<file path="src/rtl/apb_req_arbiter.sv">
// Round-robin arbiter sharing one APB master command port between two requesters.
// Latches the winning command, drives enable for a fixed window, then waits for ready.
module apb_req_arbiter #(
    parameter int SEL_W          = 8,
    parameter int ADDR_W         = 8,
    parameter int DATA_W         = 21,
    parameter int ENABLE_CYCLES  = 2,
    parameter int TIMEOUT_CYCLES = 32
) (
    input  logic              PCLK,
    input  logic              PRESET,
    input  logic              req0_valid,
    input  logic [SEL_W-1:0]  req0_sel,
    input  logic [ADDR_W-1:0] req0_addr,
    input  logic [DATA_W-1:0] req0_data,
    output logic              req0_ready,
    output logic              req0_done,
    output logic              req0_err,
    input  logic              req1_valid,
    input  logic [SEL_W-1:0]  req1_sel,
    input  logic [ADDR_W-1:0] req1_addr,
    input  logic [DATA_W-1:0] req1_data,
    output logic              req1_ready,
    output logic              req1_done,
    output logic              req1_err,
    output logic              m_enable,
    output logic [SEL_W-1:0]  m_sel,
    output logic [ADDR_W-1:0] m_addr,
    output logic [DATA_W-1:0] m_data,
    input  logic              m_ready,
    output logic              busy,
    output logic              grant
);

    localparam int CNT_MAX = (ENABLE_CYCLES > TIMEOUT_CYCLES) ? ENABLE_CYCLES : TIMEOUT_CYCLES;
    localparam int CNT_W   = $clog2(CNT_MAX) + 1;
    localparam logic [CNT_W-1:0] EN_LAST = CNT_W'(ENABLE_CYCLES - 1);
    localparam logic [CNT_W-1:0] TO_LAST = CNT_W'(TIMEOUT_CYCLES - 1);

    typedef enum logic [2:0] {IDLE, ISSUE, WAIT, DONE, GAP} state_t;

    state_t              state_q, state_d;
    logic [CNT_W-1:0]    cnt_q, cnt_d;
    logic                last_grant_q, last_grant_d;
    logic                grant_q, grant_d;
    logic                m_enable_q, m_enable_d;
    logic [SEL_W-1:0]    m_sel_q, m_sel_d;
    logic [ADDR_W-1:0]   m_addr_q, m_addr_d;
    logic [DATA_W-1:0]   m_data_q, m_data_d;
    logic [1:0]          ready_q, ready_d;
    logic [1:0]          done_q, done_d;
    logic [1:0]          err_q, err_d;
    logic                m_ready_q;
    logic                rise;
    logic                win;

    // Only a fresh rising edge of ready completes a transfer; a level left over
    // from the previous transfer must not.
    assign rise = m_ready & ~m_ready_q;
    assign win  = req1_valid & (~req0_valid | ~last_grant_q);

    always_comb begin
        state_d      = state_q;
        cnt_d        = cnt_q;
        last_grant_d = last_grant_q;
        grant_d      = grant_q;
        m_enable_d   = m_enable_q;
        m_sel_d      = m_sel_q;
        m_addr_d     = m_addr_q;
        m_data_d     = m_data_q;
        ready_d      = 2'b00;
        done_d       = 2'b00;
        err_d        = 2'b00;
        case (state_q)
            IDLE: begin
                if (req0_valid || req1_valid) begin
                    m_sel_d      = win ? req1_sel  : req0_sel;
                    m_addr_d     = win ? req1_addr : req0_addr;
                    m_data_d     = win ? req1_data : req0_data;
                    ready_d      = win ? 2'b10 : 2'b01;
                    grant_d      = win;
                    last_grant_d = win;
                    m_enable_d   = 1'b1;
                    cnt_d        = '0;
                    state_d      = ISSUE;
                end
            end
            ISSUE: begin
                if (cnt_q == EN_LAST) begin
                    m_enable_d = 1'b0;
                    cnt_d      = '0;
                    state_d    = WAIT;
                end else begin
                    cnt_d = cnt_q + CNT_W'(1);
                end
            end
            WAIT: begin
                if (rise) begin
                    done_d  = grant_q ? 2'b10 : 2'b01;
                    state_d = DONE;
                end else if (cnt_q == TO_LAST) begin
                    err_d   = grant_q ? 2'b10 : 2'b01;
                    cnt_d   = '0;
                    state_d = GAP;
                end else begin
                    cnt_d = cnt_q + CNT_W'(1);
                end
            end
            DONE: begin
                cnt_d   = '0;
                state_d = GAP;
            end
            GAP: begin
                // Hold enable low until the master drops ready, bounded by the timeout.
                if (!m_ready || cnt_q == TO_LAST) begin
                    cnt_d   = '0;
                    state_d = IDLE;
                end else begin
                    cnt_d = cnt_q + CNT_W'(1);
                end
            end
            default: begin
                state_d = IDLE;
                cnt_d   = '0;
            end
        endcase
    end

    always_ff @(posedge PCLK or posedge PRESET) begin
        if (PRESET) begin
            state_q      <= IDLE;
            cnt_q        <= '0;
            last_grant_q <= 1'b1;
            grant_q      <= 1'b0;
            m_enable_q   <= 1'b0;
            m_sel_q      <= '0;
            m_addr_q     <= '0;
            m_data_q     <= '0;
            ready_q      <= 2'b00;
            done_q       <= 2'b00;
            err_q        <= 2'b00;
            m_ready_q    <= 1'b0;
        end else begin
            state_q      <= state_d;
            cnt_q        <= cnt_d;
            last_grant_q <= last_grant_d;
            grant_q      <= grant_d;
            m_enable_q   <= m_enable_d;
            m_sel_q      <= m_sel_d;
            m_addr_q     <= m_addr_d;
            m_data_q     <= m_data_d;
            ready_q      <= ready_d;
            done_q       <= done_d;
            err_q        <= err_d;
            m_ready_q    <= m_ready;
        end
    end

    assign req0_ready = ready_q[0];
    assign req1_ready = ready_q[1];
    assign req0_done  = done_q[0];
    assign req1_done  = done_q[1];
    assign req0_err   = err_q[0];
    assign req1_err   = err_q[1];
    assign m_enable   = m_enable_q;
    assign m_sel      = m_sel_q;
    assign m_addr     = m_addr_q;
    assign m_data     = m_data_q;
    assign busy       = (state_q != IDLE);
    assign grant      = grant_q;

endmodule

</file>
<file path="config.mk">
export PLATFORM = sky130hd
export DESIGN_NAME = apb_req_arbiter
export DESIGN_NICKNAME = d
export VERILOG_FILES = /design/src/rtl/apb_req_arbiter.sv
export SDC_FILE = /design/constraint.sdc
export NUM_CORES = 1
export LEC_CHECK = 0
export BUFFER_PORTS_ARGS = -buffer_cell sky130_fd_sc_hd__buf_2
export CAP_MARGIN = 30
export CELL_PAD_IN_SITES_DETAIL_PLACEMENT = 1
export CELL_PAD_IN_SITES_GLOBAL_PLACEMENT = 2
export CORE_AREA = 2 2 102 104
export CTS_CLUSTER_SIZE = 20
export DETAILED_ROUTE_END_ITERATION = 16
export DIE_AREA = 0 0 104 106
export PLACE_DENSITY = 0.89
export RECOVER_POWER = 50
export SYNTH_ARGS = -nofsm -noshare
export SYNTH_HDL_FRONTEND = slang
export SYNTH_SLANG_ARGS = --single-unit
</file>
<file path="constraint.sdc">
create_clock -name PCLK -period 1.7 [get_ports PCLK]
set_input_delay 0.085 -clock PCLK [delete_from_list [all_inputs] [get_ports PCLK]]
set_output_delay 0.085 -clock PCLK [all_outputs]
set_load 0.05 [all_outputs]
</file>
### Word-level counts from Yosys, hierarchy flattened

Index checks and enable logic that the tools add are counted.

* register bits after elaboration: 56
* word-level logic and storage cells: 67

* add/sub/neg operators: 1
* equality and inequality tests: 11
* mux-type cells: 27
* bitwise operators: 6
* reductions and logical operators: 10

Operators with widths (count)
* $mux W6: 5
* $pmux W6 S4: 1
* $mux W21: 1
* $mux W2: 9
* $mux W8: 2
* $mux W3: 5
* $pmux W3 S5: 1
* $ne A2 B2 Y1 const B: 4
* $add A6 B1 Y6 const B: 1
* $eq A3 B2 Y1 const B: 2
* $eq A6 B1 Y1 const B: 1
* $eq A6 B5 Y1 const B: 1
* $reduce_and A2 Y1: 2
* $reduce_and A4 Y1: 1
* $eq A3 B1 Y1 const B: 1
* $eq A3 B3 Y1 const B: 1
* $logic_not A3 Y1: 1
* $ne A3 B3 Y1 const B: 1
* $not A1 Y1: 3
* $reduce_and A3 Y1: 1
* $reduce_bool A3 Y1: 1
* $and A1 B1 Y1: 2
* $logic_or A1 B1 Y1: 2
* $mux W1: 2
* 4 further kinds: 4

### Depth between registers and ports, before layout

Gate-level depths: netlist of the first run.

* word-level depth: 6
* mapped depth: 6

### Worst setup path before layout of the first run

OpenSTA, ideal clock, no wires.

* kind: reg-to-reg
* start: register state_q[2]
* end: register m_addr_q[0], in the netlist m_addr[0]
* data arrival time: 1.401 ns
* data required time: 1.568 ns
* path slack: 0.167 ns
* stages on the path, launching flop included: 7
* buffers on the path: 2
* path through: dfrtp_1 -> nor3_2 -> o21ai_1 -> clkbuf_1 -> buf_2 -> nand2_1 -> o21ai_1

* cells in the longest elaborated chain, start to end: 2

Ends and longest elaborated chain
* start: declaration: RTL line 42 `state_t state_q, state_d;`
* start signal: assignment: RTL line 144 `state_q <= state_d;`
* $logic_not A3 Y1: RTL line 74 `case (state_q)`
* $reduce_and A2 Y1 (no source line)
* end signal: assignment: RTL line 150 `m_addr_q <= m_addr_d;`
* end: declaration: RTL line 48 `logic [ADDR_W-1:0] m_addr_q, m_addr_d;`

Every way passes these cells.
A chain may end at the register's enable or synchronous reset.

### Worst setup path in the final report of the first run

* start: register state_q[2]
* end: register cnt_q[5]

* cells in the longest elaborated chain, start to end: 3

Ends and longest elaborated chain
* $eq A3 B2 Y1 or $logic_not A3 Y1 (tied branches): RTL line 74
* $ne A2 B2 Y1 (no source line)
* $reduce_and A2 Y1 (no source line)
* end signal: assignment: RTL line 145 `cnt_q <= cnt_d;`
* end: declaration: RTL line 43 `logic [CNT_W-1:0] cnt_q, cnt_d;`

Several ways; a longest one is shown, not always the timed one.

==> run_results.csv, run 1 <==
group,metric,value,unit
run_status,outcome,"finished, final reports clean",
finish,fin_nets,476,
synth,ys_warn_count,0,
synth,synth_edf_count,0,
global_route,antenna_found_initial,0,
routing,dr.first_iter.drc_count,68,
power,peakVddDrop,588,uV
sta,setup_viol,0,
synth,ys_ff_latch,56,
floorplanning,initial_core_util,0.264,
sta,min_period,1650,ps
clock_network,cts_tree,"built",
routing,vias_per_cell,4.58,
synth,synthFlopType,"dfrtp_1",
floorplanning,die_y,106,microns
floorplanning,die_w,104,microns
synth,synth.distinct_cells,40,
clock_network,cts_sinks,56,
global_route,grt_overflow_total,0,
finish,layout-drive-gt1-share,0.369,
finish,area_growth,40.1,%
finish,n_antenna_cell,0,
min_path,hp-class,"input port to flip-flop",
finish,layout.cells.non_filler,532,
sta,final-hold-violation-count,0,
worst_setup_path,critical_path_class,"flip-flop to flip-flop",
sta,maxSlewViolCount,0,
routing,drc_errors,0,
floorplanning,core,10000,sq um
routing,totalWireLength,7430,microns
worst_setup_path,crit_chain,"nor3_4, a22o_4, or4_1, o22ai_1",
global_route,grtUsageTotal,0.133,
worst_setup_path,slowest_stage,"dfrtp_1",
synth,synth.avg_cell_area,10.3,sq um
clock_network,cts_root_buf,"clkbuf_8",
power,finalPower,7.23,mW
global_route,grt_pass1_wl,12100,microns
sta,tightestPinTransition,797,ps
synth,syn_nets,336,
worst_setup_path,critPathMaxStageDelay,540,ps
floorplanning,rows,37,
global_route,grt_start_max_net_pins,57,
finish,finalCoreUtilization,0.370,
placed_design,portBuffers,124,
routing,detail_route.wl_per_cell,14.0,microns
worst_setup_path,worst_setup_path_start_kind,"flip-flop",
flow_run,drv_cap,0,
routing,via_count,2435,
synth,synthArstFlopShare,1.00,
placed_design,place.gp.congestion,0.901,
worst_setup_path,cp_top_family,"simple AND/OR/NAND/NOR gates",
placed_design,placedCellCount,518,
worst_setup_path,cp.buffers_inverters,0,
finish,n_fill_cell,1205,
worst_setup_path,cp.arrival,1880,ps
floorplanning,ios,125,
synth,synth_area,2640,sq um
synth,seq_area_frac_synth,0.532,
worst_setup_path,crit_fanout,8,
clock_network,numCtsBuffers,5,
sta,slew_headroom,0.469,
clock_network,h-tree-depth,2,
clock_network,clk_latency,310,ps
clock_network,clock_path_buffers,2,
power,power_density,1960,nW/um^2
routing,postRouteAntennaNets,0,
clock_network,clk_pin_slew,110,ps
synth,syn-instance-count,255,
sta,fmax,607,MHz
power,power.leakage,1.81,nW
placed_design,hpwl,5610,microns
routing,drt_pass1_iterations,4,
global_route,grt_pass1_vias,2483,
floorplanning,dieArea,11000,sq um
worst_setup_path,end_kind,"flip-flop",
sta,post-route-period-util,0.969,
worst_setup_path,cp.required,1930,ps
sta,fin_skew,12.4,ps
## metal layers
layer | global-route usage | share of wire | vias to the layer above
met1 | 0.160 | 0.43 | 1161
met2 | 0.232 | 0.50 | 81
met3 | 0.0362 | 0.053 | 16
met5 | 0 | 0 | -
li1 | - | - | 1177
met4 | 0.0425 | 0.019 | 0
## area by class of cell
cell class                      count  area [sq um]  area share
Clock buffer                        6          82.6      0.0223
Clock inverter                      2          13.8     0.00372
Inverter                            3          11.3     0.00305
Multi-Input combinational cell    181          1200       0.324
Sequential cell                    56          1410       0.380
Tap cell                          136           170      0.0460
Timing Repair Buffer              148           816       0.221
## where the power goes
group          total [mW]  leakage [nW]  switching (mW)  internal [mW]
clock network       0.771        0.0516           0.436          0.335
logic                4.23          1.05            3.03           1.20
registers            2.23         0.703           0.345           1.89
total                7.23          1.81            3.82           3.42
## cell families after synthesis
group,Yosys count,synth area share
and+or+nand+nor,76,0.135
adders and majority gates,2,0.00949
AOI/OAI and AO/OA,65,0.148
DFF,56,0.532
muxes,38,0.144
buffers and inverters,18,0.0323
## worst paths after layout
kind                       cells after the start  slack, ps          start          to
max                                            4         50     state_q[2]    cnt_q[5]
max in group asynchronous                      4        560         PRESET  state_q[1]
min                                            3         40  req0_data[19]  m_data[19]
max reg2reg                                    4         50     state_q[2]    cnt_q[5]
min reg2reg                                    2        490      m_data[5]   m_data[5]
min in group asynchronous                      4        570         PRESET  state_q[2]
## through the flow
stage	hold WS, ps	area, sq um	worst slack, ps	setup TNS (ps)
3_5_place_dp	173	3560	47.7	0
3_3_place_gp	166	3560	116	0
2_1_floorplan	116	2640	167	0
4_1_cts	37.2	3680	14.6	0
5_1_grt	37.1	3700	-24.5	-48.5
6_report	43.6	3700	53.2	0
## cells in the mapped netlist (2+ instances only)
| library cell | instances | area (sq um) |
|---|---|---|
| a21oi_1 | 4 | 20.0 |
| and3_1 | 2 | 12.5 |
| buf_2 | 8 | 40.0 |
| buf_4 | 2 | 15.0 |
| clkbuf_1 | 5 | 18.8 |
| dfrtp_1 | 55 | 1380 |
| ha_1 | 2 | 25.0 |
| inv_1 | 3 | 11.3 |
| mux2i_1 | 38 | 380 |
| nand2_1 | 43 | 161 |
| nand2b_1 | 3 | 18.8 |
| nor2_1 | 9 | 33.8 |
| nor2b_1 | 3 | 18.8 |
| nor3_1 | 5 | 25.0 |
| nor4_1 | 2 | 12.5 |
| o21ai_0 | 3 | 15.0 |
| o21ai_1 | 40 | 200 |
| o22a_1 | 2 | 17.5 |
| o22ai_1 | 2 | 12.5 |
| o31ai_1 | 3 | 22.5 |
| or2_2 | 2 | 12.5 |
## what timing repair did
action,CTS,global route
resized for setup,0,7
hold buffers,2,0
buffers inserted,0,4
setup endpoints to repair,0,9
hold endpoints to repair,56,0
## layout by cell type (no fill, tap or decap), types with 5 or more instances in the layout
| cell type | netlist | layout |
|---|---|---|
| nor2_1 | 9 | 9 |
| nand2_1 | 43 | 43 |
| mux2i_1 | 38 | 38 |
| dfrtp_1 | 55 | 53 |
| nor3_1 | 5 | 5 |
| o21ai_1 | 40 | 39 |
| buf_4 | 2 | 18 |
| clkbuf_1 | 5 | 22 |
| clkbuf_8 | 0 | 6 |
| buf_2 | 8 | 102 |
## registers in the layout, indices dropped and copies added, names as in the netlist
register and cells:
m_enable 1, last_grant_q 1, err_q 2, done_q 2
cnt_q 6, grant 1, m_ready_q 1, m_sel 8
ready_q 2, state_q 3, m_addr 8, m_data 21
## tightest hold or removal path, stage by stage
cell,delay (ps)
buf_2,70
mux2i_1,50
o21ai_1,110
(Power assumes the default switching activity.)
==> run 2, diff against run 1 <==
--- a/config.mk
+++ b/config.mk
@@ -15,6 +15,7 @@
 export DIE_AREA = 0 0 104 106
 export PLACE_DENSITY = 0.89
 export RECOVER_POWER = 50
+export SETUP_SLACK_MARGIN = 0.3
 export SYNTH_ARGS = -nofsm -noshare
 export SYNTH_HDL_FRONTEND = slang
 export SYNTH_SLANG_ARGS = --single-unit
==> run 2 against run 1 <==
Worst hold slack improved by 6.6 ps. Largest power group unchanged. Final area up 18%. Critical endpoint unchanged. Die area unchanged.
==> run_results.csv, run 2 (synthesis gave the netlist of run 1 again) <==
group,metric,value,unit
floorplanning,rows,37,
routing,via_count,2655,
routing,dr.first_iter.drc_count,97,
finish,largest_reg_flops,21,
global_route,grt_start_max_net_pins,28,
routing,drt_pass1_iterations,4,
clock_network,cts_sinks,56,
run_status,outcome,"finished, final reports clean",
global_route,antenna_found_initial,0,
placed_design,hpwl,5710,microns
worst_setup_path,cp.buffers_inverters,2,
worst_setup_path,critPathLaunch,"cnt_q[4]",
power,power.leakage,2.11,nW
clock_network,cts_root_buf,"clkbuf_8",
sta,maxSlewViolCount,0,
routing,totalWireLength,9500,microns
clock_network,cts_tree,"built",
worst_setup_path,slowest_stage,"dfrtp_2",
clock_network,clock_path_buffers,2,
finish,area_growth,64.9,%
global_route,grt_pass1_wl,14300,microns
sta,setup_viol,0,
worst_setup_path,worst_setup_path_start_kind,"flip-flop",
floorplanning,dieArea,11000,sq um
min_path,hp-class,"input port to flip-flop",
clock_network,h-tree-depth,2,
sta,rsz0062_at_grt,"true",
floorplanning,ios,125,
placed_design,portBuffers,124,
sta,tightestPinTransition,864,ps
floorplanning,initial_core_util,0.264,
sta,slew_headroom,0.421,
worst_setup_path,end_kind,"flip-flop",
placed_design,place.gp.congestion,0.811,
floorplanning,die_y,106,microns
worst_setup_path,cp_top_family,"simple AND/OR/NAND/NOR gates",
sta,min_period,1610,ps
sta,final-hold-violation-count,0,
clock_network,numCtsBuffers,5,
finish,most-common-layout-cells,"buf_2 (99), dfrtp_1 (50), mux2i_1 (38)",
routing,detail_route.wl_per_cell,17.0,microns
finish,final_common_cell,"buf_2",
routing,drc_errors,0,
power,power_density,2050,nW/um^2
worst_setup_path,r2r-start,"cnt_q[4]",
floorplanning,die_w,104,microns
clock_network,clk_latency,310,ps
sta,post-route-period-util,0.949,
min_path,hp-start,"req0_addr[5]",
global_route,grtUsageTotal,0.162,
routing,postRouteAntennaNets,0,
finish,layout-drive-gt1-share,0.509,
worst_setup_path,cp.arrival,1810,ps
worst_setup_path,cp.required,1890,ps
routing,vias_per_cell,4.74,
worst_setup_path,critical_path_class,"flip-flop to flip-flop",
clock_network,clk_pin_slew,110,ps
worst_setup_path,crit_fanout,4,
worst_setup_path,critPathMaxStageDelay,470,ps
floorplanning,core,10000,sq um
finish,n_fill_cell,1173,
finish,fin_nets,504,
power,peakVddDrop,856,uV
sta,fin_hold_ws,50.2,ps
worst_setup_path,crit_chain,"nor4_4, buf_4, a211oi_4, buf_6, nor3_4, o22ai_2",
finish,multiInputGateArea,1450,sq um
global_route,grt_pass1_vias,2753,
sta,fmax,620,MHz
sta,fin_skew,12.8,ps
sta,tns,0,ps
flow_run,drv_cap,0,
global_route,grt_overflow_total,0,
finish,n_antenna_cell,0,
finish,layout.area.seq,1410,sq um
[run 2: layer usage]
metal | track usage | share of wire
met1 | 0.201 | 0.43
met2 | 0.294 | 0.50
met3 | 0.0343 | 0.050
met4 | 0.0251 | 0.017
met5 | 0 | 0
[run 2: cell type report]
type	instances	share of cell area
Multi-Input combinational cell	182	0.334
Sequential cell	56	0.324
Timing Repair Buffer	175	0.281
Tap cell	136	0.0391
Clock buffer	7	0.0175
Inverter	3	0.00288
Clock inverter	1	0.00201
[run 2: timing repair]
action | in CTS | in global routing
hold buffers | 2 | 0
gates resized for setup | 32 | 46
pin swaps | 16 | 16
buffers inserted | 12 | 17
cloned | 8 | 0
endpoints found under the hold margin | 17 | 0
setup endpoints to repair | 51 | 53
[run 2: through the flow]
step	power, mW	util	instances	cell area, sq um	setup WS (ps)
6_report	8.91	0.435	560	4350	87.5
5_1_grt	9.42	0.435	560	4350	20.1
3_5_place_dp	6.50	0.355	513	3550	43.4
4_1_cts	8.51	0.408	543	4080	119
3_3_place_gp	6.37	0.355	513	3550	99.5
2_1_floorplan	5.35	-	255	2670	199
[run 2: worst reg2reg max path, cell delays in order (launching register included)]
cell,delay [ps]
dfrtp_2,470
nor4_4,290
buf_4,190
a211oi_4,70
buf_6,140
nor3_4,250
o22ai_2,110
[run 2: worst paths after layout]
kind                            slack, ps  cells past startpoint            to
worst max-delay path                   90                      6      cnt_q[5]
worst min-delay path                   50                      3     m_addr[5]
worst max register to register         90                      6      cnt_q[5]
worst min register to register        490                      2     m_addr[0]
max in group asynchronous             430                      4  last_grant_q
min in group asynchronous             420                      3     m_addr[0]
[run 2: where the power goes]
group	internal [mW]	leakage, nW	switching, mW	total (mW)
combinational	2.25	1.37	3.62	5.86
clock	0.297	0.0424	0.457	0.754
sequential	1.89	0.698	0.398	2.29
total	4.44	2.11	4.47	8.91
==> run 3, diff against run 2 <==
--- a/config.mk
+++ b/config.mk
@@ -13,6 +13,7 @@
 export CTS_CLUSTER_SIZE = 20
 export DETAILED_ROUTE_END_ITERATION = 16
 export DIE_AREA = 0 0 104 106
+export HOLD_SLACK_MARGIN = 0.1
 export PLACE_DENSITY = 0.89
 export RECOVER_POWER = 50
 export SETUP_SLACK_MARGIN = 0.3
==> run 3 against run 2 <==
Die area stayed put. Core utilization is 8.5 points higher. Flip-flop and latch count stayed put. Count of clock-buffer cells in the layout stayed put. Combinational power is 9.6% higher. Critical path type unchanged.
==> run_results.csv, run 3 (synthesis gave the netlist of run 1 again) <==
group,metric,value,unit
worst_setup_path,worst_setup_path_start_kind,"flip-flop",
worst_setup_path,cp_top_family,"simple AND/OR/NAND/NOR gates",
finish,finalCoreUtilization,0.520,
worst_setup_path,end_kind,"flip-flop",
power,peakVddDrop,914,uV
routing,totalWireLength,12400,microns
power,power.leakage,2.45,nW
sta,fmax,618,MHz
worst_setup_path,rr_worst_depth,5,
floorplanning,core,10000,sq um
min_path,hp-class,"input port to flip-flop",
clock_network,clk_latency,310,ps
flow_run,drv_cap,0,
sta,maxSlewViolCount,0,
worst_setup_path,r2r_end,"cnt_q[5]",
clock_network,cts_tree,"built",
finish,postLayoutCellArea,5200,sq um
worst_setup_path,cp.buffers_inverters,1,
sta,final-hold-violation-count,0,
global_route,grtUsageTotal,0.207,
sta,post-route-period-util,0.952,
placed_design,dpl_cell_area,3550,sq um
finish,most-common-layout-cells,"buf_2 (99), dlygate4sd3_1 (75), dfrtp_1 (51)",
power,power_density,1840,nW/um^2
floorplanning,die_w,104,microns
min_path,hp-start,"req1_data[11]",
global_route,antenna_found_initial,1,
placed_design,hpwl,5710,microns
finish,final_common_cell,"buf_2",
routing,postRouteAntennaNets,0,
finish,layout-drive-gt1-share,0.488,
min_path,worstHoldEndpoint,"m_data[11]",
sta,setup_viol,0,
floorplanning,dieArea,11000,sq um
routing,via_count,3009,
floorplanning,initial_core_util,0.264,
worst_setup_path,critPathMaxStageDelay,480,ps
worst_setup_path,r2r-start,"state_q[0]",
worst_setup_path,crit_fanout,4,
worst_setup_path,cp.required,1940,ps
finish,area_growth,97.3,%
routing,drc_errors,0,
routing,detail_route.wl_per_cell,19.6,microns
sta,tightestPinTransition,837,ps
clock_network,cts_root_buf,"clkbuf_8",
run_status,outcome,"finished, final reports clean",
finish,largest_reg_flops,21,
routing,vias_per_cell,4.76,
placed_design,portBuffers,124,
min_path,whs_path_depth,3,
floorplanning,die_y,106,microns
clock_network,clock_path_buffers,2,
routing,drt_pass1_iterations,4,
routing,dr.first_iter.drc_count,74,
sta,tns,0,ps
global_route,grt_pass1_wl,18000,microns
worst_setup_path,cp.arrival,1860,ps
sta,rsz0062_at_grt,"true",
sta,min_period,1620,ps
clock_network,clk_pin_slew,110,ps
worst_setup_path,critical_path_class,"flip-flop to flip-flop",
worst_setup_path,slowest_stage,"or4_4",
global_route,grt_start_max_net_pins,28,
sta,fin_skew,6.28,ps
worst_setup_path,reg2reg_slack,80,ps
worst_setup_path,crit_chain,"nor3_4, buf_4, a22o_4, or4_4, o22ai_2",
clock_network,h-tree-depth,2,
finish,fin_nets,574,
placed_design,place.gp.congestion,0.811,
global_route,grt_pass1_vias,3247,
floorplanning,ios,125,
clock_network,cts_sinks,56,
floorplanning,rows,37,
clock_network,numCtsBuffers,5,
global_route,grt_overflow_total,0,
sta,slew_headroom,0.439,
-- run 3: worst max path at each step --
stage / start / endpoint / slack [ps] / cells after the start
2_1_floorplan: state_q[0] / cnt_q[5] / 200 / 5
3_3_place_gp: state_q[1] / cnt_q[5] / 100 / 4
3_5_place_dp: state_q[1] / cnt_q[5] / 40 / 4
4_1_cts: state_q[1] / cnt_q[5] / 120 / 4
5_1_grt: state_q[1] / cnt_q[2] / -10 / 4
6_report: state_q[0] / cnt_q[5] / 80 / 5
-- run 3: final cells by class --
type                            instances  area [sq um]
Sequential cell                        56          1410
Clock buffer                            7          76.3
Clock inverter                          1          8.76
Timing Repair Buffer                  245          1920
Multi-Input combinational cell        182          1600
Fill cell                            1123          4800
Tap cell                              136           170
Antenna cell                            2          5.00
Inverter                                3          12.5
-- run 3: power by group --
| group | total (mW) | leakage [nW] | internal, mW | switching [mW] |
|---|---|---|---|---|
| combinational | 6.42 | 1.71 | 2.45 | 3.97 |
| clock | 0.753 | 0.0424 | 0.297 | 0.456 |
| sequential | 2.43 | 0.699 | 1.89 | 0.534 |
| total | 9.60 | 2.45 | 4.64 | 4.96 |
-- run 3: per-stage QoR --
stage	hold slack, ps	setup slack [ps]	total power, mW	std cells
finish	109	81.4	9.60	632
global route	126	-15.0	10.1	631
CTS	102	119	8.64	616
detailed placement	112	43.4	6.50	513
global placement	105	99.5	6.37	513
floorplan	116	199	5.35	255
-- run 3: what timing repair did --
item,4_1_cts,5_1_grt
endpoints found under the hold margin,76,0
setup buffers,12,11
hold buffers,75,0
cloned,8,3
endpoints found under the setup margin,51,53
pin swaps,16,40
gates resized for setup,32,98
-- run 3: worst min-delay path: cells and delay by family --
family,cells,cell delay [ps]
AO/OA/AOI/OAI,1,110
multiplexers,1,100
buffers and inverters,1,90
-- run 3: routing by layer --
| metal | global-route usage | vias to the layer above | wire [microns] |
|---|---|---|---|
| met4 | 0.0560 | 0 | 302 |
| met3 | 0.0417 | 26 | 562 |
| met1 | 0.234 | 1488 | 4740 |
| met2 | 0.395 | 106 | 6780 |
| li1 | - | 1389 | - |
| met5 | 0 | - | 0 |
